### src/rtl/div_seq_ctrl.sv
// Operator-facing controller for the board's button-driven divider: load
// numerator/denominator with up/down ticks, run a restoring division, show results.
module div_seq_ctrl #(
  parameter int WIDTH = 4
) (
  input  logic             clk,
  input  logic             reset,
  input  logic             tick_next,
  input  logic             tick_up,
  input  logic             tick_down,
  input  logic             tick_restart,
  output logic [WIDTH-1:0] leds,
  output logic [2:0]       state_o,
  output logic             busy,
  output logic             err
);

  localparam int CNT_W = (WIDTH > 1) ? $clog2(WIDTH) : 1;

  typedef enum logic [2:0] {
    LOAD_NUM = 3'd0,
    LOAD_DEN = 3'd1,
    DIVIDE   = 3'd2,
    SHOW_QUO = 3'd3,
    SHOW_REM = 3'd4,
    DIV_ZERO = 3'd5
  } state_t;

  state_t           state_q, state_d;
  logic [WIDTH-1:0] num_q, num_d;
  logic [WIDTH-1:0] den_q, den_d;
  logic [WIDTH-1:0] quo_q, quo_d;
  logic [WIDTH-1:0] rem_q, rem_d;
  logic [CNT_W-1:0] cnt_q, cnt_d;

  logic             do_next;
  logic             do_up;
  logic             do_down;
  logic             last_step;
  logic [WIDTH:0]   part_rem;
  logic [WIDTH-1:0] quo_shift;
  logic             fits;

  // Tick arbitration: restart beats next, next beats edits, up+down cancel.
  assign do_next   = tick_next & ~tick_restart;
  assign do_up     = tick_up & ~tick_down & ~tick_next & ~tick_restart;
  assign do_down   = tick_down & ~tick_up & ~tick_next & ~tick_restart;
  assign last_step = (cnt_q == CNT_W'(WIDTH - 1));

  // One restoring step: shift {rem,quo} left, subtract den when it fits.
  // The shifted remainder needs WIDTH+1 bits; after the step it is < den.
  assign part_rem  = {rem_q, quo_q[WIDTH-1]};
  assign quo_shift = quo_q << 1;
  assign fits      = (part_rem >= {1'b0, den_q});

  // FSM state register
  always_ff @(posedge clk or negedge reset) begin
    if (!reset) begin
      state_q <= LOAD_NUM;
    end else begin
      state_q <= state_d;
    end
  end

  // FSM next-state logic
  always_comb begin
    state_d = state_q;
    if (tick_restart) begin
      state_d = LOAD_NUM;
    end else begin
      case (state_q)
        LOAD_NUM: if (do_next) state_d = LOAD_DEN;
        LOAD_DEN: begin
          if (do_next) begin
            if (den_q == '0) state_d = DIV_ZERO;
            else             state_d = DIVIDE;
          end
        end
        DIVIDE:   if (last_step) state_d = SHOW_QUO;
        SHOW_QUO: if (do_next) state_d = SHOW_REM;
        SHOW_REM: if (do_next) state_d = LOAD_NUM;
        DIV_ZERO: if (do_next) state_d = LOAD_NUM;
        default:  state_d = LOAD_NUM;
      endcase
    end
  end

  // FSM output decode, from registered state only
  always_comb begin
    leds    = '0;
    busy    = 1'b0;
    err     = 1'b0;
    state_o = state_q;
    case (state_q)
      LOAD_NUM: leds = num_q;
      LOAD_DEN: leds = den_q;
      DIVIDE:   busy = 1'b1;
      SHOW_QUO: leds = quo_q;
      SHOW_REM: leds = rem_q;
      DIV_ZERO: begin
        leds = '1;
        err  = 1'b1;
      end
      default:  leds = '0;
    endcase
  end

  // Operand / result datapath next values
  always_comb begin
    num_d = num_q;
    den_d = den_q;
    quo_d = quo_q;
    rem_d = rem_q;
    cnt_d = cnt_q;
    if (tick_restart) begin
      num_d = '0;
      den_d = '0;
      quo_d = '0;
      rem_d = '0;
      cnt_d = '0;
    end else begin
      case (state_q)
        LOAD_NUM: begin
          if (do_up)   num_d = num_q + WIDTH'(1);
          if (do_down) num_d = num_q - WIDTH'(1);
        end
        LOAD_DEN: begin
          if (do_up)   den_d = den_q + WIDTH'(1);
          if (do_down) den_d = den_q - WIDTH'(1);
          if (do_next && den_q != '0) begin
            quo_d = num_q;
            rem_d = '0;
            cnt_d = '0;
          end
        end
        DIVIDE: begin
          cnt_d = cnt_q + CNT_W'(1);
          if (fits) begin
            rem_d = part_rem[WIDTH-1:0] - den_q;
            quo_d = quo_shift | WIDTH'(1);
          end else begin
            rem_d = part_rem[WIDTH-1:0];
            quo_d = quo_shift;
          end
        end
        default: begin
          cnt_d = cnt_q;
        end
      endcase
    end
  end

  always_ff @(posedge clk or negedge reset) begin
    if (!reset) begin
      num_q <= '0;
      den_q <= '0;
      quo_q <= '0;
      rem_q <= '0;
      cnt_q <= '0;
    end else begin
      num_q <= num_d;
      den_q <= den_d;
      quo_q <= quo_d;
      rem_q <= rem_d;
      cnt_q <= cnt_d;
    end
  end

endmodule

### config.mk
export PLATFORM = sky130hd
export DESIGN_NAME = div_seq_ctrl
export DESIGN_NICKNAME = d
export VERILOG_FILES = /design/src/rtl/div_seq_ctrl.sv
export SDC_FILE = /design/constraint.sdc
export NUM_CORES = 1
export LEC_CHECK = 0
export BUFFER_PORTS_ARGS = -buffer_cell sky130_fd_sc_hd__buf_2
export CORE_MARGIN = 4
export CORE_UTILIZATION = 58
export CTS_CLUSTER_DIAMETER = 40
export CTS_CLUSTER_SIZE = 30
export DETAILED_ROUTE_END_ITERATION = 6
export HOLD_SLACK_MARGIN = 0.06
export PLACE_DENSITY = 0.82
export SKIP_CTS_REPAIR_TIMING = 1
export SYNTH_ARGS = -nofsm -noshare
export SYNTH_HDL_FRONTEND = slang
export SYNTH_SLANG_ARGS = --single-unit
### constraint.sdc
create_clock -name clk -period 2.5 [get_ports clk]
set_input_delay 0.5 -clock clk [delete_from_list [all_inputs] [get_ports clk]]
set_output_delay 0.5 -clock clk [all_outputs]
set_load 0.03 [all_outputs]
==> impl_metrics.prom, run 1 <==
# TYPE chip_impl_metric gauge
chip_impl_metric{name="final.fill_count",unit=""} 208
chip_impl_metric{name="detailroute.wirelength.met3",unit="um"} 188
chip_impl_info{name="min_path_type",value="in -> async"} 1
chip_impl_metric{name="place_congestion",unit=""} 0.918
chip_impl_metric{name="synth.yosys.warnings",unit=""} 0
chip_impl_metric{name="post_synth_num_cell_types",unit=""} 47
chip_impl_metric{name="grt_remaining_overflow",unit=""} 0
chip_impl_metric{name="fmax",unit="MHz"} 421
chip_impl_metric{name="tightest_slew",unit="ns"} 0.753
chip_impl_metric{name="drive_gt1_share",unit="%"} 16.8
chip_impl_metric{name="dp.final_hpwl",unit="um"} 2740
chip_impl_metric{name="maximum_number_of_pins_on_one_net_before_global_route_repair",unit=""} 22
chip_impl_metric{name="clk_pin_slew",unit="ns"} 0.12
chip_impl_metric{name="cap_violations",unit=""} 0
chip_impl_info{name="critical_path_start_end_classification",value="reg -> out"} 1
chip_impl_metric{name="finalCriticalPeriod",unit="ns"} 2.38
chip_impl_info{name="critPathLaunchType",value="flip-flop"} 1
chip_impl_metric{name="synth-edff-count",unit=""} 0
chip_impl_metric{name="synth-seq-cells",unit=""} 21
chip_impl_info{name="post-synth-top-count-cell",value="sky130_fd_sc_hd__dfrtp_1"} 1
chip_impl_metric{name="num_antenna_cells",unit=""} 0
chip_impl_metric{name="clock_path_buffers",unit=""} 2
chip_impl_metric{name="number_of_antenna_violations_at_the_first_check_in_global_routing",unit=""} 0
chip_impl_metric{name="buffer_ports.inserted",unit=""} 14
chip_impl_metric{name="grt_pass1_vias",unit=""} 1349
chip_impl_metric{name="power.ir.vdd_worst",unit="V"} 0.000438
chip_impl_info{name="run_status",value="finished, final reports clean"} 1
chip_impl_metric{name="setup_total_negative_slack",unit="ns"} 0
chip_impl_info{name="unrepaired_setup_endpoints_after_global_routing",value="false"} 1
chip_impl_metric{name="synthesis.nets",unit=""} 192
chip_impl_metric{name="initial_utilization",unit="%"} 61.9
chip_impl_info{name="clk_root_buf",value="sky130_fd_sc_hd__clkbuf_4"} 1
chip_impl_metric{name="data_arrival_critical_path",unit="ns"} 1.88
chip_impl_metric{name="num_vias",unit=""} 1399
chip_impl_metric{name="critical_path.max_fanout",unit=""} 15
chip_impl_info{name="most_numerous_cell_types_in_the_synthesized_netlist",value="sky130_fd_sc_hd__dfrtp_1 (21), sky130_fd_sc_hd__nor2_1 (17), sky130_fd_sc_hd__a21oi_1 (15), sky130_fd_sc_hd__inv_1 (11), sky130_fd_sc_hd__nand2_1 (10)"} 1
chip_impl_metric{name="slew_violations",unit=""} 0
chip_impl_metric{name="rows",unit=""} 18
chip_impl_metric{name="synth.yosys.seq_area_share",unit="%"} 34.0
chip_impl_metric{name="track_usage",unit="%"} 22.9
chip_impl_metric{name="tritoncts_num_sinks",unit=""} 21
chip_impl_metric{name="totalWireLength",unit="um"} 3550
chip_impl_metric{name="dieArea",unit="um2"} 3560
chip_impl_metric{name="gate_count_after_technology_mapping",unit=""} 174
chip_impl_info{name="tritoncts_clock_tree",value="done"} 1
chip_impl_metric{name="placeableCoreArea",unit="um2"} 2500
chip_impl_info{name="synth.top_cells.by_area",value="sky130_fd_sc_hd__dfrtp_1 (34%), sky130_fd_sc_hd__ha_1 (7.3%), sky130_fd_sc_hd__a21oi_1 (4.9%)"} 1
chip_impl_metric{name="postSynth.asyncResetShare",unit="%"} 100
chip_impl_metric{name="detailedRoute.firstPassIterationCount",unit=""} 4
chip_impl_info{name="ys.flop_type",value="sky130_fd_sc_hd__dfrtp_1"} 1
chip_impl_metric{name="synthToLayoutAreaGrowth",unit="%"} 9.63
chip_impl_metric{name="drt_iter0_drc",unit=""} 95
chip_impl_metric{name="whs",unit="ns"} 0.132
chip_impl_metric{name="post-layout-total-power",unit="mW"} 0.881
chip_impl_metric{name="report.final.setup_viol",unit=""} 0
chip_impl_metric{name="synth_largest_type_area_fraction",unit="%"} 34.0
chip_impl_metric{name="fp.dieW",unit="um"} 59.6
chip_impl_metric{name="clock_insertion_delay_worst_skew",unit="ns"} 0.30
chip_impl_metric{name="leakagePower",unit="nW"} 0.838
chip_impl_metric{name="nets",unit=""} 209
chip_impl_metric{name="routed_via_density",unit=""} 6.36
chip_impl_metric{name="syn-mean-instance-area",unit="um2"} 8.89
chip_impl_metric{name="drtAntennaViolNets",unit=""} 0
chip_impl_metric{name="wl_per_cell",unit="um"} 16.1
chip_impl_metric{name="drt-met1-wl",unit="um"} 1660
chip_impl_info{name="cp-end-kind",value="primary output"} 1
chip_impl_metric{name="final.setup.worst_slack",unit="ns"} 0.123
chip_impl_metric{name="timing.final.hold_violations",unit=""} 0
chip_impl_metric{name="floorplan.io_pins",unit=""} 15
chip_impl_metric{name="cts_max_level",unit=""} 1
chip_impl_metric{name="route.met2.wl",unit="um"} 1650
chip_impl_metric{name="pwr_density_cell",unit="nW/um2"} 520
chip_impl_info{name="post-synth-top-area-cell",value="sky130_fd_sc_hd__dfrtp_1"} 1
chip_impl_metric{name="timing.max_slew.rel_slack",unit="%"} 49.2
chip_impl_metric{name="cp.required",unit="ns"} 2.00
chip_impl_metric{name="die_height",unit="um"} 59.6
chip_impl_metric{name="pre_cts_ws",unit="ns"} -0.0188
chip_impl_metric{name="fin_crit_sh",unit="%"} 95.1
chip_impl_metric{name="grt_pass1_wl",unit="um"} 6180
chip_impl_info{name="highest_routing_layer_actually_used",value="met4"} 1
chip_impl_metric{name="final.setup_skew",unit="ns"} 0.00936
chip_impl_metric{name="post_synth_instance_area",unit="um2"} 1550
chip_impl_metric{name="finish.utilization",unit="%"} 67.8
chip_impl_metric{name="drc_errors",unit=""} 0
chip_impl_metric{name="cts_buffers",unit=""} 3
-- sequential cells by signal, summed over array words and instances (netlist names) --
signal / cells
cnt_q: 2
den_q: 4
num_q: 4
quo_q: 4
rem_q: 4
state_o: 3
-- layer usage --
| layer | global-route usage (%) | up-vias |
|---|---|---|
| li1 | - | 674 |
| met1 | 31.8 | 678 |
| met2 | 37.3 | 41 |
| met3 | 2.83 | 6 |
| met4 | 6.96 | 0 |
| met5 | 0 | - |
-- worst max-delay path, cell delays in order (launching register included) --
cell                      delay, ns
sky130_fd_sc_hd__dfrtp_1       0.62
sky130_fd_sc_hd__or3b_2        0.60
sky130_fd_sc_hd__inv_1         0.15
sky130_fd_sc_hd__buf_2         0.21
-- cells by family after synthesis --
group | count (synthesis) | synth area share, %
muxes | 7 | 4.61
AOI/OAI and AO/OA | 53 | 22.6
DFF | 21 | 34.0
buffers and inverters | 21 | 5.82
xor gates and xnor gates | 6 | 3.40
adders and majority gates | 12 | 11.2
and+or+nand+nor | 54 | 18.4
-- path summary, 6_finish.rpt --
path / startpoint / to / slack [ns] / cells after the start
worst max-delay path: state_o[1]$_DFFE_PN0P_ / busy / 0.12 / 3
worst min-delay path: reset / cnt_q[1]$_DFFE_PN0P_ / 0.13 / 1
worst max register to register: state_o[1]$_DFFE_PN0P_ / den_q[3]$_DFFE_PN0P_ / 0.41 / 4
worst min register to register: cnt_q[0]$_DFFE_PN0P_ / cnt_q[0]$_DFFE_PN0P_ / 0.51 / 1
max in group asynchronous: reset / num_q[2]$_DFFE_PN0P_ / 2.04 / 1
min in group clk: cnt_q[0]$_DFFE_PN0P_ / cnt_q[0]$_DFFE_PN0P_ / 0.51 / 1
-- through the flow --
stage	instance area (um2)	std cells
floorplan	1550	174
global placement	1670	216
detailed placement	1670	216
CTS	1700	220
global route	1700	220
finish	1700	220
-- cells in the final DEF, fill, tap and decap left out, types with 4 or more instances in the layout --
cell type	count
sky130_fd_sc_hd__a21oi_1	15
sky130_fd_sc_hd__a22oi_1	4
sky130_fd_sc_hd__buf_2	14
sky130_fd_sc_hd__buf_4	8
sky130_fd_sc_hd__dfrtp_1	21
sky130_fd_sc_hd__ha_1	9
sky130_fd_sc_hd__inv_1	10
sky130_fd_sc_hd__mux2i_1	6
sky130_fd_sc_hd__nand2_1	10
sky130_fd_sc_hd__nand3_1	5
sky130_fd_sc_hd__nor2_1	17
sky130_fd_sc_hd__o21ai_0	9
sky130_fd_sc_hd__o22ai_1	5
sky130_fd_sc_hd__or4_1	4
sky130_fd_sc_hd__xor2_1	4
-- power by group --
part	switching, mW	internal (mW)	leakage [nW]	total [mW]
logic	0.193	0.120	0.534	0.313
clock network	0.101	0.0621	0.0150	0.163
registers	0.0458	0.360	0.290	0.406
total	0.339	0.542	0.838	0.881
-- cell type report --
class | instances | area, um2 | area share [%]
Multi-Input combinational cell | 132 | 935 | 55.1
Sequential cell | 21 | 526 | 31.0
Timing Repair Buffer | 22 | 130 | 7.68
Inverter | 11 | 41.3 | 2.44
Tap cell | 30 | 37.5 | 2.21
Clock buffer | 4 | 26.3 | 1.55
Power figures use the tool's default switching activity.
==> run 2, diff against run 1 <==
- CORE_UTILIZATION: 58 -> 53
- PLACE_DENSITY: 0.82 -> 0.79
- SKIP_LAST_GASP: not set -> 1
- clock period: 2.5 -> 2.1 ns (I/O delays scaled with it)
==> run 2 against run 1 <==
The run now ends with setup timing left. Worst hold slack gained 0.39 ns. Design area grew 15%. Critical endpoint is now leds[0]. Combinational power grew 50%.
==> impl_metrics.prom, run 2 (synthesis results as in run 1) <==
# TYPE chip_impl_metric gauge
chip_impl_metric{name="clock_path_buffers",unit=""} 2
chip_impl_metric{name="nets",unit=""} 227
chip_impl_metric{name="drtAntennaViolNets",unit=""} 0
chip_impl_metric{name="drc_errors",unit=""} 0
chip_impl_metric{name="critical_path.max_fanout",unit=""} 13
chip_impl_metric{name="setup.reg_to_reg.worst_slack",unit="ns"} 0.09
chip_impl_metric{name="power_share_of_the_sequential_group",unit="%"} 41.7
chip_impl_metric{name="buffer_ports.inserted",unit=""} 14
chip_impl_metric{name="fin_crit_sh",unit="%"} 100
chip_impl_metric{name="intPower",unit="mW"} 0.703
chip_impl_info{name="r2r_start",value="state_o[1]$_DFFE_PN0P_"} 1
chip_impl_metric{name="num_antenna_cells",unit=""} 0
chip_impl_metric{name="instances_no_fill",unit=""} 239
chip_impl_metric{name="finalCriticalPeriod",unit="ns"} 2.10
chip_impl_metric{name="initial_utilization",unit="%"} 55.6
chip_impl_metric{name="detailedRoute.firstPassIterationCount",unit=""} 4
chip_impl_info{name="timing.rr.end",value="den_q[3]$_DFFE_PN0P_"} 1
chip_impl_info{name="most_frequent_cells_in_the_layout",value="sky130_fd_sc_hd__buf_4 (25), sky130_fd_sc_hd__dfrtp_1 (17), sky130_fd_sc_hd__nor2_1 (15)"} 1
chip_impl_info{name="hp-start",value="tick_restart"} 1
chip_impl_info{name="unrepaired_setup_endpoints_after_global_routing",value="true"} 1
chip_impl_metric{name="final.setup.worst_slack",unit="ns"} -0.00200
chip_impl_metric{name="tightest_slew",unit="ns"} 0.606
chip_impl_metric{name="placeableCoreArea",unit="um2"} 2780
chip_impl_metric{name="place_congestion",unit=""} 0.912
chip_impl_metric{name="hold_path_depth",unit=""} 3
chip_impl_info{name="clk_root_buf",value="sky130_fd_sc_hd__clkbuf_4"} 1
chip_impl_metric{name="clock_power_share",unit="%"} 17.7
chip_impl_metric{name="cp.required",unit="ns"} 1.68
chip_impl_metric{name="drt_iter0_drc",unit=""} 147
chip_impl_info{name="tritoncts_clock_tree",value="done"} 1
chip_impl_info{name="violations_in_the_final_reports",value="setup timing"} 1
chip_impl_metric{name="r2r.worst_path.cells",unit=""} 5
chip_impl_metric{name="power.switching_fraction",unit="%"} 39.2
chip_impl_metric{name="final.setup_skew",unit="ns"} 0.00376
chip_impl_metric{name="wl_per_cell",unit="um"} 17.6
chip_impl_metric{name="timing.final.hold_violations",unit=""} 0
chip_impl_metric{name="power.ir.vdd_worst",unit="V"} 0.000493
chip_impl_metric{name="track_usage",unit="%"} 23.3
chip_impl_metric{name="fp.dieW",unit="um"} 62.0
chip_impl_metric{name="clock_insertion_delay_worst_skew",unit="ns"} 0.31
chip_impl_metric{name="post-place-cells",unit=""} 230
chip_impl_metric{name="grt_pass1_wl",unit="um"} 6620
chip_impl_metric{name="cap_violations",unit=""} 0
chip_impl_metric{name="synthToLayoutAreaGrowth",unit="%"} 26.2
chip_impl_info{name="min_path_type",value="in -> reg"} 1
chip_impl_metric{name="routed_via_density",unit=""} 6.44
chip_impl_metric{name="grt_pass1_vias",unit=""} 1465
chip_impl_metric{name="cts_max_level",unit=""} 1
chip_impl_metric{name="number_of_antenna_violations_at_the_first_check_in_global_routing",unit=""} 0
chip_impl_metric{name="cts_buffers",unit=""} 3
chip_impl_metric{name="pwr_density_cell",unit="nW/um2"} 593
chip_impl_metric{name="dp.final_hpwl",unit="um"} 3160
chip_impl_metric{name="drive_gt1_share",unit="%"} 32.7
chip_impl_info{name="critical_path_start_end_classification",value="reg -> out"} 1
chip_impl_metric{name="gate_power_share",unit="%"} 40.6
chip_impl_metric{name="floorplan.io_pins",unit=""} 15
chip_impl_info{name="min_delay_worst_endpoint",value="den_q[3]$_DFFE_PN0P_"} 1
chip_impl_info{name="mostFrequentLayoutCell",value="sky130_fd_sc_hd__buf_4"} 1
chip_impl_metric{name="dieArea",unit="um2"} 3850
chip_impl_metric{name="setup_total_negative_slack",unit="ns"} -0.00200
chip_impl_metric{name="rows",unit=""} 19
chip_impl_metric{name="report.final.setup_viol",unit=""} 1
chip_impl_info{name="critPathLaunchType",value="flip-flop"} 1
chip_impl_metric{name="num_vias",unit=""} 1539
chip_impl_metric{name="die_height",unit="um"} 62.0
chip_impl_metric{name="tritoncts_num_sinks",unit=""} 21
chip_impl_metric{name="data_arrival_critical_path",unit="ns"} 1.68
chip_impl_info{name="cp-end-kind",value="primary output"} 1
chip_impl_metric{name="totalWireLength",unit="um"} 4210
chip_impl_metric{name="maximum_number_of_pins_on_one_net_before_global_route_repair",unit=""} 22
chip_impl_info{name="run_status",value="finished, violations left"} 1
chip_impl_metric{name="leakagePower",unit="nW"} 0.935
chip_impl_metric{name="clk_pin_slew",unit="ns"} 0.12
chip_impl_metric{name="fmax",unit="MHz"} 476
chip_impl_metric{name="total_switching_power",unit="mW"} 0.453
chip_impl_metric{name="slew_violations",unit=""} 0
chip_impl_metric{name="grt_remaining_overflow",unit=""} 0
chip_impl_metric{name="timing.max_slew.rel_slack",unit="%"} 59.2
run 2: cell types whose count changed in the layout (fill, tap and decap cells not counted), sizes merged:
cell          change
buf              +16
clkbuf            -1
clkinv            +1
dlygate4sd3       +1
dlymetal6s2s      +1
run 2: area by class of cell:
| class | count | area [um2] |
|---|---|---|
| clock buffers | 3 | 22.5 |
| inverters | 11 | 48.8 |
| well taps | 31 | 38.8 |
| fillers | 218 | 830 |
| repair buffers | 40 | 275 |
| flip-flops and latches | 21 | 531 |
| clock inverters | 1 | 5.00 |
| multi-input cells | 132 | 1030 |
run 2: worst max path at each step:
stage                     cells after the start                    from  slack, ns              endpoint
after floorplan                               8            tick_restart       -0.1  den_q[3]$_DFFE_PN0P_
after global placement                        8               tick_next      -0.16  den_q[3]$_DFFE_PN0P_
after detailed placement                      8               tick_next      -0.21  den_q[3]$_DFFE_PN0P_
after CTS                                     5  state_o[2]$_DFFE_PN0P_      -0.17               leds[0]
after global routing                          5  state_o[2]$_DFFE_PN0P_      -0.05               leds[0]
final                                         5  state_o[2]$_DFFE_PN0P_     -0.002               leds[0]
run 2: layer usage:
layer  vias up  part of all wire, %  global-route usage (%)
li1        712                    -                       -
met2        73                   51                    39.2
met3         9                  5.1                    3.93
met4         0                  1.9                    9.39
met1       745                   42                    29.4
met5         -                    0                       0
run 2: critical path: stages, from the launching register on:
cell and delay, ns:
sky130_fd_sc_hd__dfrtp_2 0.52, sky130_fd_sc_hd__buf_4 0.17, sky130_fd_sc_hd__nand2b_1 0.16, sky130_fd_sc_hd__o22ai_1 0.10, sky130_fd_sc_hd__o22ai_1 0.19, sky130_fd_sc_hd__buf_2 0.23
run 2: through the flow:
stage	setup slack, ns	power [mW]	hold WS (ns)	cell area, um2	utilization [%]
5_1_grt	-0.0452	1.23	0.515	1950	70.2
6_report	-0.00200	1.16	0.520	1950	70.2
3_5_place_dp	-0.210	0.918	0.407	1860	66.9
4_1_cts	-0.166	1.12	0.0530	1890	67.9
2_1_floorplan	-0.0999	0.776	0.124	1650	-
3_3_place_gp	-0.160	0.900	0.394	1860	66.9
run 2: power by group through the flow:
stage	clock network, mW	logic [mW]	registers, mW
CTS	0.207	0.431	0.482
global placement	0	0.413	0.488
detailed placement	0	0.428	0.490
global route	0.231	0.514	0.485
finish	0.204	0.470	0.482
floorplan	0	0.293	0.483
